## src/rtl/alu_pkg.sv

```systemverilog
// Shared definitions for the ALU front end: opcode encoding, data width
// and the sequencer state encoding.
package alu_pkg;

    localparam int ALU_W = 4;

    localparam logic [1:0] OP_ADD = 2'b00;
    localparam logic [1:0] OP_SUB = 2'b01;
    localparam logic [1:0] OP_AND = 2'b10;
    localparam logic [1:0] OP_OR  = 2'b11;

    typedef enum logic [1:0] {
        IDLE  = 2'b00,
        ISSUE = 2'b01,
        WAIT  = 2'b10,
        HOLD  = 2'b11
    } seq_state_t;

endpackage

```

## src/rtl/alu_cmd_fifo.sv

```systemverilog
// Synchronous command FIFO. Pointers carry one extra wrap bit so that full
// and empty can be told apart when the index bits match.
module alu_cmd_fifo #(
    parameter int DEPTH = 4,
    parameter int WIDTH = 12
) (
    input  logic             clk,
    input  logic             rst,
    input  logic             push,
    input  logic             pop,
    input  logic [WIDTH-1:0] wdata,
    output logic [WIDTH-1:0] rdata,
    output logic             full,
    output logic             empty
);

    localparam int AW = $clog2(DEPTH);
    localparam logic [AW:0] PTR_ONE = (AW+1)'(1);

    logic [WIDTH-1:0] mem [DEPTH];
    logic [AW:0]      wr_ptr;
    logic [AW:0]      rd_ptr;
    logic             do_push;
    logic             do_pop;

    assign empty   = (wr_ptr == rd_ptr);
    assign full    = (wr_ptr[AW] != rd_ptr[AW]) && (wr_ptr[AW-1:0] == rd_ptr[AW-1:0]);
    assign do_push = push && !full;
    assign do_pop  = pop && !empty;
    assign rdata   = mem[rd_ptr[AW-1:0]];

    // Advance the read and write pointers; both may move in the same cycle.
    always_ff @(posedge clk) begin
        if (rst) begin
            wr_ptr <= '0;
            rd_ptr <= '0;
        end else begin
            if (do_push) wr_ptr <= wr_ptr + PTR_ONE;
            if (do_pop)  rd_ptr <= rd_ptr + PTR_ONE;
        end
    end

    // Storage array; contents are don't-care until written, so no reset.
    always_ff @(posedge clk) begin
        if (do_push) mem[wr_ptr[AW-1:0]] <= wdata;
    end

endmodule

```

## src/rtl/alu_op_sequencer.sv

```systemverilog
// Front end for the registered 4-bit ALU: buffers tagged commands, issues
// them one at a time, waits out the ALU latency and hands back the result.
module alu_op_sequencer
    import alu_pkg::*;
#(
    parameter int DEPTH   = 4,
    parameter int ALU_LAT = 1,
    parameter int TAG_W   = 2
) (
    input  logic             clk,
    input  logic             rst,
    input  logic             cmd_valid,
    output logic             cmd_ready,
    input  logic [ALU_W-1:0] cmd_a,
    input  logic [ALU_W-1:0] cmd_b,
    input  logic [1:0]       cmd_op,
    input  logic [TAG_W-1:0] cmd_tag,
    output logic [ALU_W-1:0] alu_a,
    output logic [ALU_W-1:0] alu_b,
    output logic [1:0]       alu_status,
    input  logic [ALU_W-1:0] alu_result,
    output logic             rsp_valid,
    input  logic             rsp_ready,
    output logic [ALU_W-1:0] rsp_result,
    output logic [1:0]       rsp_op,
    output logic [TAG_W-1:0] rsp_tag,
    output logic             busy
);

    localparam int FW    = 2*ALU_W + 2 + TAG_W;
    localparam int CNT_W = (ALU_LAT < 1) ? 1 : $clog2(ALU_LAT + 1);

    seq_state_t       state;
    logic [CNT_W-1:0] wait_cnt;
    logic [TAG_W-1:0] inflight_tag;
    logic             ready_en;

    logic             fifo_push;
    logic             fifo_pop;
    logic             fifo_full;
    logic             fifo_empty;
    logic [FW-1:0]    fifo_wdata;
    logic [FW-1:0]    fifo_rdata;

    logic [TAG_W-1:0] head_tag;
    logic [1:0]       head_op;
    logic [ALU_W-1:0] head_a;
    logic [ALU_W-1:0] head_b;

    // ready_en keeps cmd_ready low through reset and for the reset edge itself.
    assign cmd_ready  = ready_en && !fifo_full;
    assign fifo_push  = cmd_valid && cmd_ready;
    assign fifo_pop   = (state == IDLE) && !fifo_empty;
    assign fifo_wdata = {cmd_tag, cmd_op, cmd_a, cmd_b};
    assign {head_tag, head_op, head_a, head_b} = fifo_rdata;
    assign busy       = (state != IDLE) || !fifo_empty;

    alu_cmd_fifo #(
        .DEPTH (DEPTH),
        .WIDTH (FW)
    ) u_fifo (
        .clk   (clk),
        .rst   (rst),
        .push  (fifo_push),
        .pop   (fifo_pop),
        .wdata (fifo_wdata),
        .rdata (fifo_rdata),
        .full  (fifo_full),
        .empty (fifo_empty)
    );

    // Issue/wait/respond sequencing with all ALU and response outputs registered.
    always_ff @(posedge clk) begin
        if (rst) begin
            state        <= IDLE;
            wait_cnt     <= '0;
            inflight_tag <= '0;
            ready_en     <= 1'b0;
            alu_a        <= '0;
            alu_b        <= '0;
            alu_status   <= '0;
            rsp_valid    <= 1'b0;
            rsp_result   <= '0;
            rsp_op       <= '0;
            rsp_tag      <= '0;
        end else begin
            ready_en <= 1'b1;
            case (state)
                IDLE: begin
                    if (!fifo_empty) begin
                        alu_a        <= head_a;
                        alu_b        <= head_b;
                        alu_status   <= head_op;
                        inflight_tag <= head_tag;
                        wait_cnt     <= CNT_W'(ALU_LAT);
                        state        <= ISSUE;
                    end
                end
                ISSUE: begin
                    state <= WAIT;
                end
                WAIT: begin
                    wait_cnt <= wait_cnt - CNT_W'(1);
                    if (wait_cnt == CNT_W'(1)) begin
                        rsp_result <= alu_result;
                        rsp_op     <= alu_status;
                        rsp_tag    <= inflight_tag;
                        rsp_valid  <= 1'b1;
                        state      <= HOLD;
                    end
                end
                HOLD: begin
                    if (rsp_ready) begin
                        rsp_valid <= 1'b0;
                        state     <= IDLE;
                    end
                end
                default: begin
                    state <= IDLE;
                end
            endcase
        end
    end

endmodule

```

## config.mk

```make
export PLATFORM = sky130hd
export DESIGN_NAME = alu_op_sequencer
export DESIGN_NICKNAME = d
export VERILOG_FILES = /design/src/rtl/alu_pkg.sv /design/src/rtl/alu_cmd_fifo.sv /design/src/rtl/alu_op_sequencer.sv
export SDC_FILE = /design/constraint.sdc
export NUM_CORES = 1
export LEC_CHECK = 0
export BUFFER_PORTS_ARGS = -buffer_cell sky130_fd_sc_hd__buf_2
export CAP_MARGIN = 30
export CORE_ASPECT_RATIO = 1.5
export CORE_UTILIZATION = 30
export CTS_CLUSTER_DIAMETER = 50
export DETAILED_ROUTE_END_ITERATION = 16
export HOLD_SLACK_MARGIN = 0.03
export SYNTH_ARGS = -nofsm -noshare
export SYNTH_HDL_FRONTEND = slang
export SYNTH_SLANG_ARGS = --single-unit
```

## constraint.sdc

```tcl
create_clock -name clk -period 2.4 [get_ports clk]
set_clock_uncertainty 0.05 [all_clocks]
set_input_delay 0.48 -clock clk [delete_from_list [all_inputs] [get_ports clk]]
set_output_delay 0.48 -clock clk [all_outputs]
set_load 0.005 [all_outputs]
```

# [Word level (Yosys, flattened, before mapping)]
# Memories as Yosys holds them, arrays and structs flattened. A register that Yosys moved wholly into a read port is not among the register bits.
# Cells that the tools add are included.
[word_totals] ramBits=48 in_bits=20 word_cells=53 out_inout_bits=21 mem_count=1 register_bits=19
[memory_table] name="u_fifo.mem" depth=4 width=12 read_ports=1 rd_clocked_by_memory_dff=1 wr=1 line="alu_cmd_fifo.sv:20" rtl="logic [WIDTH-1:0] mem [DEPTH];"
[classes] reduce_logical=18 addsub=3 bitwise_logic=1 n_mux=12 eq_ne=9
[op_table] op="2-bit case mux with 4 select lines" n=1
[op_table] op="3-bit by 1-bit adder with 3-bit output (second input constant)" n=2
[op_table] op="1-bit logical AND" n=6
[op_table] op="1-bit two-way mux" n=6
[op_table] op="2-bit two-way mux" n=3
[op_table] op="2-bit != test (second input constant)" n=3
[op_table] op="2-bit AND reduction" n=3
[op_table] op="3-bit AND reduction" n=2
[op_table] op="2-bit nonzero test" n=3
[op_table] op="2-bit equality test (second input constant)" n=2
[op_table] op="1-bit case mux with 2 select lines" n=2
[op_table] op="3-bit equality test" n=1
[op_table] op="2-bit by 1-bit equality test with 1-bit output (second input constant)" n=1
[op_table] op="2-bit equality test" n=1
[op_table] op="1-bit logical NOT" n=2
[op_table] op="2-bit logical NOT" n=1
[op_table] op="1-bit logical OR" n=1
[op_table] op="1-bit != test" n=1
[op_table] op="1-bit inverter" n=1
[op_table] op="1-bit subtractor (second input constant)" n=1

# [Depth between registers and ports, before layout]
# Gate-level depths: netlist (run 1).
[logic_depth] word_depth=8 mapped_depth=7

# [Cells and area by module]
# From an unflattened synthesis (run 1), not the netlist that was laid out.
[hier_totals] hier_cells=254 area_unflattened_um2=3324.4
[by_module_without_submodules] mod="alu_cmd_fifo" instances=1 cells_each=130 area_per_inst_um2=2302.2
[by_module_without_submodules] mod="alu_op_sequencer" instances=1 cells_each=124 area_per_inst_um2=1022.2

# [Worst setup path after synthesis (run 1)]
# OpenSTA, ideal clock, no wires.
[synth_timing] path_kind="reg2reg" startpoint="register u_fifo.rd_ptr[0]" endpoint="memory u_fifo.mem[3][0] (enable)" t_arrival_ps=1477 path_stages_with_launch=4 path_slack_ps=481 period_less_slack_ps=1919 cell_sequence="dfxtp_1 buf_4 xnor2_2 a31oi_1"
[synth_via] elab_chain_cells=8
[synth_lines] item="start: declaration" line="alu_cmd_fifo.sv:22" rtl="logic [AW:0] rd_ptr;"
[synth_lines] item="start signal: assignment" line="alu_cmd_fifo.sv:39" rtl="if (do_pop) rd_ptr <= rd_ptr + PTR_ONE;"
[synth_lines] item="2-bit equality test (*)" line="alu_cmd_fifo.sv:27" rtl="assign full = (wr_ptr[AW] != rd_ptr[AW]) && (wr_ptr[AW-1:0] == rd_ptr[AW-1:0]);"
[synth_lines] item="1-bit logical AND (*)" line="alu_cmd_fifo.sv:27"
[synth_lines] item="1-bit logical NOT (*)" line="alu_cmd_fifo.sv:28, alu_op_sequencer.sv:51"
[synth_lines] item="1-bit logical AND" line="alu_op_sequencer.sv:51" rtl="assign cmd_ready = ready_en && !fifo_full;"
[synth_lines] item="1-bit logical AND" line="alu_op_sequencer.sv:52" rtl="assign fifo_push = cmd_valid && cmd_ready;"
[synth_lines] item="1-bit logical AND (*)" line="alu_cmd_fifo.sv:28" rtl="assign do_push = push && !full;"
[synth_lines] item="1-bit two-way mux (*)" line="alu_cmd_fifo.sv:45" rtl="if (do_push) mem[wr_ptr[AW-1:0]] <= wdata;"
[synth_lines] item="1-bit two-way mux (not written as such) (*)" line="alu_cmd_fifo.sv:45"
[synth_lines] item="end: declaration" line="alu_cmd_fifo.sv:20"
# Mark *: on every way between the ends. The rest lies on a longest branch, timed or not.

# [Final worst setup path (run 1)]
[layout_timing] startpoint="register u_fifo.wr_ptr[2]" endpoint="output busy"
[layout_via] elab_chain_cells=3
[layout_lines] item="start: declaration" line="alu_cmd_fifo.sv:21" rtl="logic [AW:0] wr_ptr;"
[layout_lines] item="start signal: assignment" line="alu_cmd_fifo.sv:38" rtl="if (do_push) wr_ptr <= wr_ptr + PTR_ONE;"
[layout_lines] item="3-bit equality test" line="alu_cmd_fifo.sv:26" rtl="assign empty = (wr_ptr == rd_ptr);"
[layout_lines] item="1-bit logical NOT" line="alu_op_sequencer.sv:56" rtl="assign busy = (state != IDLE) || !fifo_empty;"
[layout_lines] item="1-bit logical OR" line="alu_op_sequencer.sv:56"
[layout_lines] item="end: declaration" line="alu_op_sequencer.sv:27" rtl="output logic busy"
# Every way passes these cells.

==> results.md, run 1 <==
* Result of the run: completed
* Crit-path max FO at 4
* Worst reg2reg setup slack at 0.52 ns
* Maximum resistive drop on vdd at 446 uV
* Deepest level of the CTS H-tree at 3
* Post-route worst setup slack at 0.369 ns
* Post-synth net total at 238
* Layout Cell Area excl Fill at 0.00375 sq mm
* WS Path Type: reg -> out
* Routability-driven placement congestion ratio at 0.726
* Startpoint of the worst setup timing path: u_fifo.wr_ptr[2]
* Input/output buffers at 40
* Via count of the first global-routing pass at 1840
* Average cell area after synthesis at 14.9 sq um
* Unique masters post-synth at 28
* N_diodes at 0
* Clock buffer count from CTS at 9
* Fin crit share at 0.846
* Sink Count at 79
* Detail-routed via count per cell at 4.66
* Maximum root-to-sink buffer count at 2
* Max frequency at 492 MHz
* Detail Route Antenna Nets at 0
* Worst slew margin at 0.664
* Total of max-cap violations at 0
* Initial core utilization at 0.307
* Half-perimeter wire length of the detailed placement result at 3800 um
* Endpoints failing hold at 0
* Placed cell count at 366
* Final #Nets at 289
* Number of iterations in the first detailed-routing pass at 3
* Die X at 85.2 um
* Most common cell after layout, fill and taps aside: sky130_fd_sc_hd__edfxtp_1
* Post-route DRC violation count at 0
* Critical R2R Launch: u_fifo.wr_ptr[0]
* Reg2Reg Depth at 4
* Total Die Area at 0.0108 sq mm
* #FFs+latches synth at 79
* Number of antenna violations at the first check in global routing at 0
* Synth warn at 0
* Required time of the critical path at 1.87 ns
* Setup repair after global routing missed its margin: false
* Startpoint kind of the worst setup timing path: flip-flop
* Detailed Route WL at 5660 um
* Cell Rows at 45
* Clk Latency, worst-skew pair at 0.33 ns
* Count of placed standard cells in the final layout, fillers left out at 382
* Critical path capture point type: primary output
* Most used cells in the layout excluding fill and tap cells: sky130_fd_sc_hd__edfxtp_1 (48), sky130_fd_sc_hd__buf_2 (40), sky130_fd_sc_hd__dfxtp_1 (31)
* CTS resizes at 0
* Worst Max-Slew Pin Slew at 0.502 ns
* GR Overflow Total at 0
* Routed length per instance at 14.8 um
* Post-Route Setup TNS at 0 ns
* Post-Syn Instances at 209
* CTS Root Cell: sky130_fd_sc_hd__clkbuf_16
* Via total after detailed routing at 1781
* Capture endpoint of the worst hold path: u_fifo.mem[2][4]
* Placed instance area at 0.00348 sq mm
* Path type of the worst min-delay path: in -> reg
* Setup Fix Bufs, Post-CTS at 0
* Post-synthesis instance area at 0.00311 sq mm
* Hold path cells at 1
* Clk slew on worst S/H paths at 0.06 ns
* Die height at 127 um
* Hold buffer count at CTS at 0
* Worst hold path startpoint: cmd_a[0]
* Area Overhead vs Synth at 20.5%
* Tmin final at 2.03 ns
* Share of final-layout standard cells stronger than drive strength 1 at 0.291
* First-pass GRT wire length at 9090 um
* Final count of pins violating max slew at 0
* Maximum number of pins on one net before global-route repair at 22
* Capturing point of the worst reg2reg path: u_fifo.mem[1][0]
* Setup WS pre-CTS at 0.534 ns
* Final count of negative-setup-slack endpoints at 0
* Static Leak at 1.38 nW
* Portion of the post-synthesis area used by sequential elements at 0.662
* Violation count after the first detailed-route iteration at 41
* TritonCTS clock tree: yes
* Post-layout utilization of the core at 0.370
* Overall routing resource usage at 0.115
* Io pins at 41
* Area of the core at 0.0101 sq mm
* Data arrival at the endpoint of the critical path at 1.50 ns
* Power density over the cells at 1050 mW/mm^2
cell families after synthesis:
logic type,after synthesis,share of synthesized area
XOR/XNOR,8,0.0273
multiplexers,27,0.136
adder cells (fa/ha/maj),9,0.0362
AND/OR/NAND/NOR,48,0.0671
AO/OA/AOI/OAI,19,0.0422
flip-flops,79,0.662
buffers and inverters,19,0.0289
metrics by stage:
step	hold slack, ns	power, W
2_1_floorplan	0.393	0.00248
3_3_place_gp	0.389	0.00271
3_5_place_dp	0.395	0.00273
4_1_cts	0.313	0.00399
5_1_grt	0.313	0.00413
6_report	0.320	0.00393
flip-flops by register name (all words and copies together), names as in the netlist:
| register | flops |
|---|---|
| alu_a | 4 |
| alu_b | 4 |
| alu_status | 2 |
| inflight_tag | 2 |
| ready_en | 1 |
| rsp_op | 2 |
| rsp_result | 4 |
| rsp_tag | 2 |
| rsp_valid | 1 |
| state | 2 |
| u_fifo.mem | 48 |
| u_fifo.rd_ptr | 3 |
| u_fifo.wr_ptr | 3 |
| wait_cnt | 1 |
how the worst max path moves through the flow:
| stage | endpoint | slack, ns | cells after the start |
|---|---|---|---|
| 3_5_place_dp | u_fifo.mem[1][5] | 0.53 | 4 |
| 2_1_floorplan | u_fifo.mem[3][0] | 0.48 | 3 |
| 5_1_grt | busy | 0.28 | 3 |
| 3_3_place_gp | u_fifo.mem[1][5] | 0.60 | 4 |
| 6_report | busy | 0.37 | 3 |
| 4_1_cts | busy | 0.34 | 3 |
power breakdown:
group	switching [W]	internal (W)	total, W
combinational	0.000505	0.000497	0.00100
sequential	0.000107	0.00157	0.00168
clock	0.000513	0.000732	0.00125
total	0.00113	0.00280	0.00393
synthesized netlist by cell type:
| master | count | area [sq um] |
|---|---|---|
| sky130_fd_sc_hd__mux4_2 | 11 | 248 |
| sky130_fd_sc_hd__a311oi_1 | 2 | 17.5 |
| sky130_fd_sc_hd__clkbuf_1 | 6 | 22.5 |
| sky130_fd_sc_hd__nand2_1 | 15 | 56.3 |
| sky130_fd_sc_hd__a31oi_4 | 1 | 21.3 |
| sky130_fd_sc_hd__a31oi_1 | 3 | 18.8 |
| sky130_fd_sc_hd__a21oi_1 | 9 | 45.0 |
| sky130_fd_sc_hd__dfxtp_1 | 31 | 621 |
| sky130_fd_sc_hd__mux4_1 | 1 | 26.3 |
| sky130_fd_sc_hd__o22ai_1 | 1 | 6.26 |
| sky130_fd_sc_hd__mux2i_1 | 15 | 150 |
| sky130_fd_sc_hd__inv_1 | 10 | 37.5 |
| sky130_fd_sc_hd__nand2b_1 | 1 | 6.26 |
| sky130_fd_sc_hd__nand3_1 | 9 | 45.0 |
| sky130_fd_sc_hd__a211oi_1 | 2 | 15.0 |
| sky130_fd_sc_hd__nand4_1 | 1 | 6.26 |
| sky130_fd_sc_hd__buf_8 | 1 | 15.0 |
| sky130_fd_sc_hd__xnor2_1 | 5 | 43.8 |
| sky130_fd_sc_hd__nor2_1 | 18 | 67.6 |
| sky130_fd_sc_hd__xor2_1 | 1 | 8.76 |
| sky130_fd_sc_hd__edfxtp_1 | 48 | 1440 |
| sky130_fd_sc_hd__nor4b_1 | 1 | 8.76 |
| sky130_fd_sc_hd__clkbuf_4 | 1 | 7.51 |
| sky130_fd_sc_hd__ha_1 | 9 | 113 |
| sky130_fd_sc_hd__buf_4 | 1 | 7.51 |
| sky130_fd_sc_hd__xnor2_2 | 2 | 32.5 |
| sky130_fd_sc_hd__o211ai_1 | 1 | 7.51 |
| sky130_fd_sc_hd__and2_1 | 3 | 18.8 |
area by class of cell:
cell class	count	area, sq um
repair buffers	49	268
multi-input cells	111	962
clock inverters	4	30.0
flip-flops and latches	79	2060
fillers	982	6380
well taps	117	146
clock buffers	12	246
inverters	10	37.5
metal layers:
layer	wire [um]	global-route usage	vias to the layer above
met5	0	0	-
met2	2980	0.209	35
met1	2360	0.119	867
li1	-	-	869
met3	178	0.0306	10
met4	148	0.0578	0
worst max-delay path, stage by stage, from the launching register on:
cell                      delay, ns
sky130_fd_sc_hd__dfxtp_1       0.34
sky130_fd_sc_hd__xnor2_1       0.37
sky130_fd_sc_hd__nand4_1       0.26
sky130_fd_sc_hd__buf_2         0.20
(Power assumes the default switching activity.)
==> run 2, diff against run 1 <==
- clock period: 2.4 -> 1.7 ns (I/O delays scaled with it)
==> run 2 against run 1 <==
Against the previous run: the run now ends with setup timing left; core utilization rose by 2.7 points; flip-flop and latch count did not move; first-iteration DRC count rose by 85%; sequential power rose by 40%; cell count rose by 3.7%; global-route usage rose by 0.57 points; count of clock-buffer cells in the layout fell by 1; register-to-register slack got worse by 0.45 ns; power rose by 59%; worst hold slack got worse by 0.15 ns; highest routed layer unchanged.
==> results.md, run 2 (synthesized netlist as in run 1, its figures left out) <==
* Result of the run: finished with violations (was completed)
* Violations in the final reports: setup timing
* Most common cell after layout, fill and taps aside: sky130_fd_sc_hd__edfxtp_1 (unchanged)
* Setup repair after global routing missed its margin: true (was false)
* Count of placed standard cells in the final layout, fillers left out at 396 (was 382)
* Number of iterations in the first detailed-routing pass at 4 (was 3)
* Placed instance area at 0.00357 sq mm (was 0.00348 sq mm)
* GR Overflow Total at 0 (unchanged)
* Number of antenna violations at the first check in global routing at 0 (unchanged)
* Area of the core at 0.0101 sq mm (unchanged)
* Deepest level of the CTS H-tree at 3 (unchanged)
* Max frequency at 576 MHz
* Detail-routed via count per cell at 4.59 (was 4.66)
* Final count of pins violating max slew at 0 (unchanged)
* Endpoints failing hold at 0 (unchanged)
* CTS Root Cell: sky130_fd_sc_hd__clkbuf_16 (unchanged)
* Initial core utilization at 0.307 (unchanged)
* Post-route worst setup slack at -0.0349 ns (was 0.369 ns)
* Setup WS pre-CTS at 0.109 ns (was 0.534 ns)
* Clk slew on worst S/H paths at 0.06 ns (about the same)
* Post-route DRC violation count at 0 (unchanged)
* Post-Route Hold Slack at 0.170 ns (was 0.320 ns)
* Critical R2R Launch: u_fifo.wr_ptr[2] (was u_fifo.wr_ptr[0])
* Routability-driven placement congestion ratio at 0.698 (was 0.726)
* Final count of negative-setup-slack endpoints at 2 (was 0)
* N_diodes at 0 (unchanged)
* Most used cells in the layout excluding fill and tap cells: sky130_fd_sc_hd__edfxtp_1 (48), sky130_fd_sc_hd__buf_2 (40), sky130_fd_sc_hd__dfxtp_1 (27) (was sky130_fd_sc_hd__edfxtp_1 (48), sky130_fd_sc_hd__buf_2 (40), sky130_fd_sc_hd__dfxtp_1 (31))
* Die height at 127 um (unchanged)
* Reg2Reg Depth at 4 (unchanged)
* Placed cell count at 373 (was 366)
* Critical path cell sequence: xor2_2 > buf_4 > a31oi_4 > buf_2 (was xnor2_1 > nand4_1 > buf_2)
* Detailed Route WL at 5770 um (was 5660 um)
* Hold path cells at 1 (unchanged)
* Capturing point of the worst reg2reg path: u_fifo.mem[2][1] (was u_fifo.mem[1][0])
* First-pass GRT wire length at 9280 um (was 9090 um)
* Violation count after the first detailed-route iteration at 76 (was 41)
* Worst hold path startpoint: cmd_a[1] (was cmd_a[0])
* Half-perimeter wire length of the detailed placement result at 3870 um (was 3800 um)
* Io pins at 41 (unchanged)
* Sink Count at 79 (unchanged)
* Worst reg2reg setup slack at 0.07 ns (was 0.52 ns)
* Area Overhead vs Synth at 29.2% (was 20.5%)
* Clock buffer count from CTS at 9 (unchanged)
* Path type of the worst min-delay path: in -> reg (unchanged)
* Share of final-layout standard cells stronger than drive strength 1 at 0.369 (was 0.291)
* Buf/Inv on CP at 2 (was 1)
* Data arrival at the endpoint of the critical path at 1.34 ns (was 1.50 ns)
* Power density over the cells at 1550 mW/mm^2 (was 1050 mW/mm^2)
* Cell with the largest stage delay on the worst path: sky130_fd_sc_hd__dfxtp_4 (was sky130_fd_sc_hd__xnor2_1)
* Layout Cell Area excl Fill at 0.00402 sq mm (was 0.00375 sq mm)
* TritonCTS clock tree: yes (unchanged)
* Startpoint kind of the worst setup timing path: flip-flop (unchanged)
* Worst Max-Slew Pin Slew at 0.366 ns (was 0.502 ns)
* Via count of the first global-routing pass at 1865 (was 1840)
* Crit-path max FO at 3 (was 4)
* Total of max-cap violations at 0 (unchanged)
* Detail Route Antenna Nets at 0 (unchanged)
* CP delay by family, top: flip-flops (was XOR/XNOR gates)
* Clk Latency, worst-skew pair at 0.34 ns (was 0.33 ns)
* Final #Nets at 303 (was 289)
* Routed length per instance at 14.6 um (was 14.8 um)
* WS Path Type: reg -> out (unchanged)
* Fin crit share at 1.02
* Required time of the critical path at 1.31 ns (was 1.87 ns)
* Overall routing resource usage at 0.120 (was 0.115)
* Maximum root-to-sink buffer count at 2 (unchanged)
* Maximum resistive drop on vdd at 645 uV (was 446 uV)
* Via total after detailed routing at 1819 (was 1781)
* Cell Rows at 45 (unchanged)
* Largest incremental delay on the critical path at 0.37 ns (about the same)
* Critical path capture point type: primary output (unchanged)
* Input/output buffers at 40 (unchanged)
* Max FFs per register at 48 (unchanged)
* Worst slew margin at 0.754 (was 0.664)
* Static Leak at 1.49 nW (was 1.38 nW)
* Die X at 85.2 um (unchanged)
* Tmin final at 1.73 ns
* Total Die Area at 0.0108 sq mm (unchanged)
* Capture endpoint of the worst hold path: u_fifo.mem[3][5] (was u_fifo.mem[2][4])
* Maximum number of pins on one net before global-route repair at 15 (was 22)
* Post-layout utilization of the core at 0.397 (was 0.370)
* Hold buffer count at CTS at 0 (unchanged)
[run 2: cell count changes in the layout (fill, tap and decap cells not counted), moves of 3 or more]
cell                        previous run  this run
sky130_fd_sc_hd__and2_4                0         3
sky130_fd_sc_hd__bufinv_16             0         3
sky130_fd_sc_hd__and2_1                3         0
sky130_fd_sc_hd__buf_4                 9        19
sky130_fd_sc_hd__a31oi_1               3         0
sky130_fd_sc_hd__dfxtp_1              31        27
[run 2: where the power goes]
group / total (W) / leakage, nW / switching, W / internal [W]
Clock: 0.00217 / 0.160 / 0.000731 / 0.00144
Sequential: 0.00235 / 0.691 / 0.000128 / 0.00222
Combinational: 0.00173 / 0.640 / 0.000803 / 0.000926
[run 2: area by class of cell]
cell class / instances / area, sq um
timing repair buffer: 63 / 405
clock buffer: 11 / 233
multi-input combinational: 111 / 1020
tap: 117 / 146
fill: 951 / 6110
inverter: 10 / 37.5
sequential: 79 / 2070
clock inverter: 5 / 106
[run 2: what timing repair did]
action	in CTS	in global routing
setup buffers	5	2
setup endpoints to repair	2	39
pin swaps	5	3
resized for setup	11	5
[run 2: routing by layer]
metal / track usage / share of wire / vias to the layer above
li1: - / - / 892
met1: 0.121 / 0.38 / 877
met2: 0.213 / 0.55 / 38
met3: 0.0241 / 0.031 / 12
met4: 0.0977 / 0.039 / 0
met5: 0 / 0 / -
[run 2: worst max path at each step]
stage | startpoint | to | slack (ns) | cells after the start
after CTS | u_fifo.rd_ptr[2] | cmd_ready | -0.03 | 4
after detailed placement | u_fifo.wr_ptr[2] | u_fifo.mem[2][5] | 0.11 | 3
after global placement | u_fifo.wr_ptr[2] | u_fifo.mem[1][5] | 0.12 | 3
final | u_fifo.wr_ptr[2] | cmd_ready | -0.03 | 4
after floorplan | u_fifo.rd_ptr[0] | u_fifo.mem[3][0] | 0.08 | 3
after global routing | u_fifo.rd_ptr[0] | busy | -0.11 | 4
[run 2: metrics by stage]
stage,power [W],TNS (ns)
2_1_floorplan,0.00351,0
3_3_place_gp,0.00398,0
3_5_place_dp,0.00402,0
5_1_grt,0.00658,-0.188
6_report,0.00625,-0.0477
4_1_cts,0.00632,-0.105
[run 2: worst reg2reg max path, stage by stage, from the launching register on]
cell and delay [ns]:
sky130_fd_sc_hd__dfxtp_4 0.37, sky130_fd_sc_hd__xor2_2 0.18, sky130_fd_sc_hd__buf_4 0.14, sky130_fd_sc_hd__a31oi_2 0.27
sky130_fd_sc_hd__and2_4 0.31
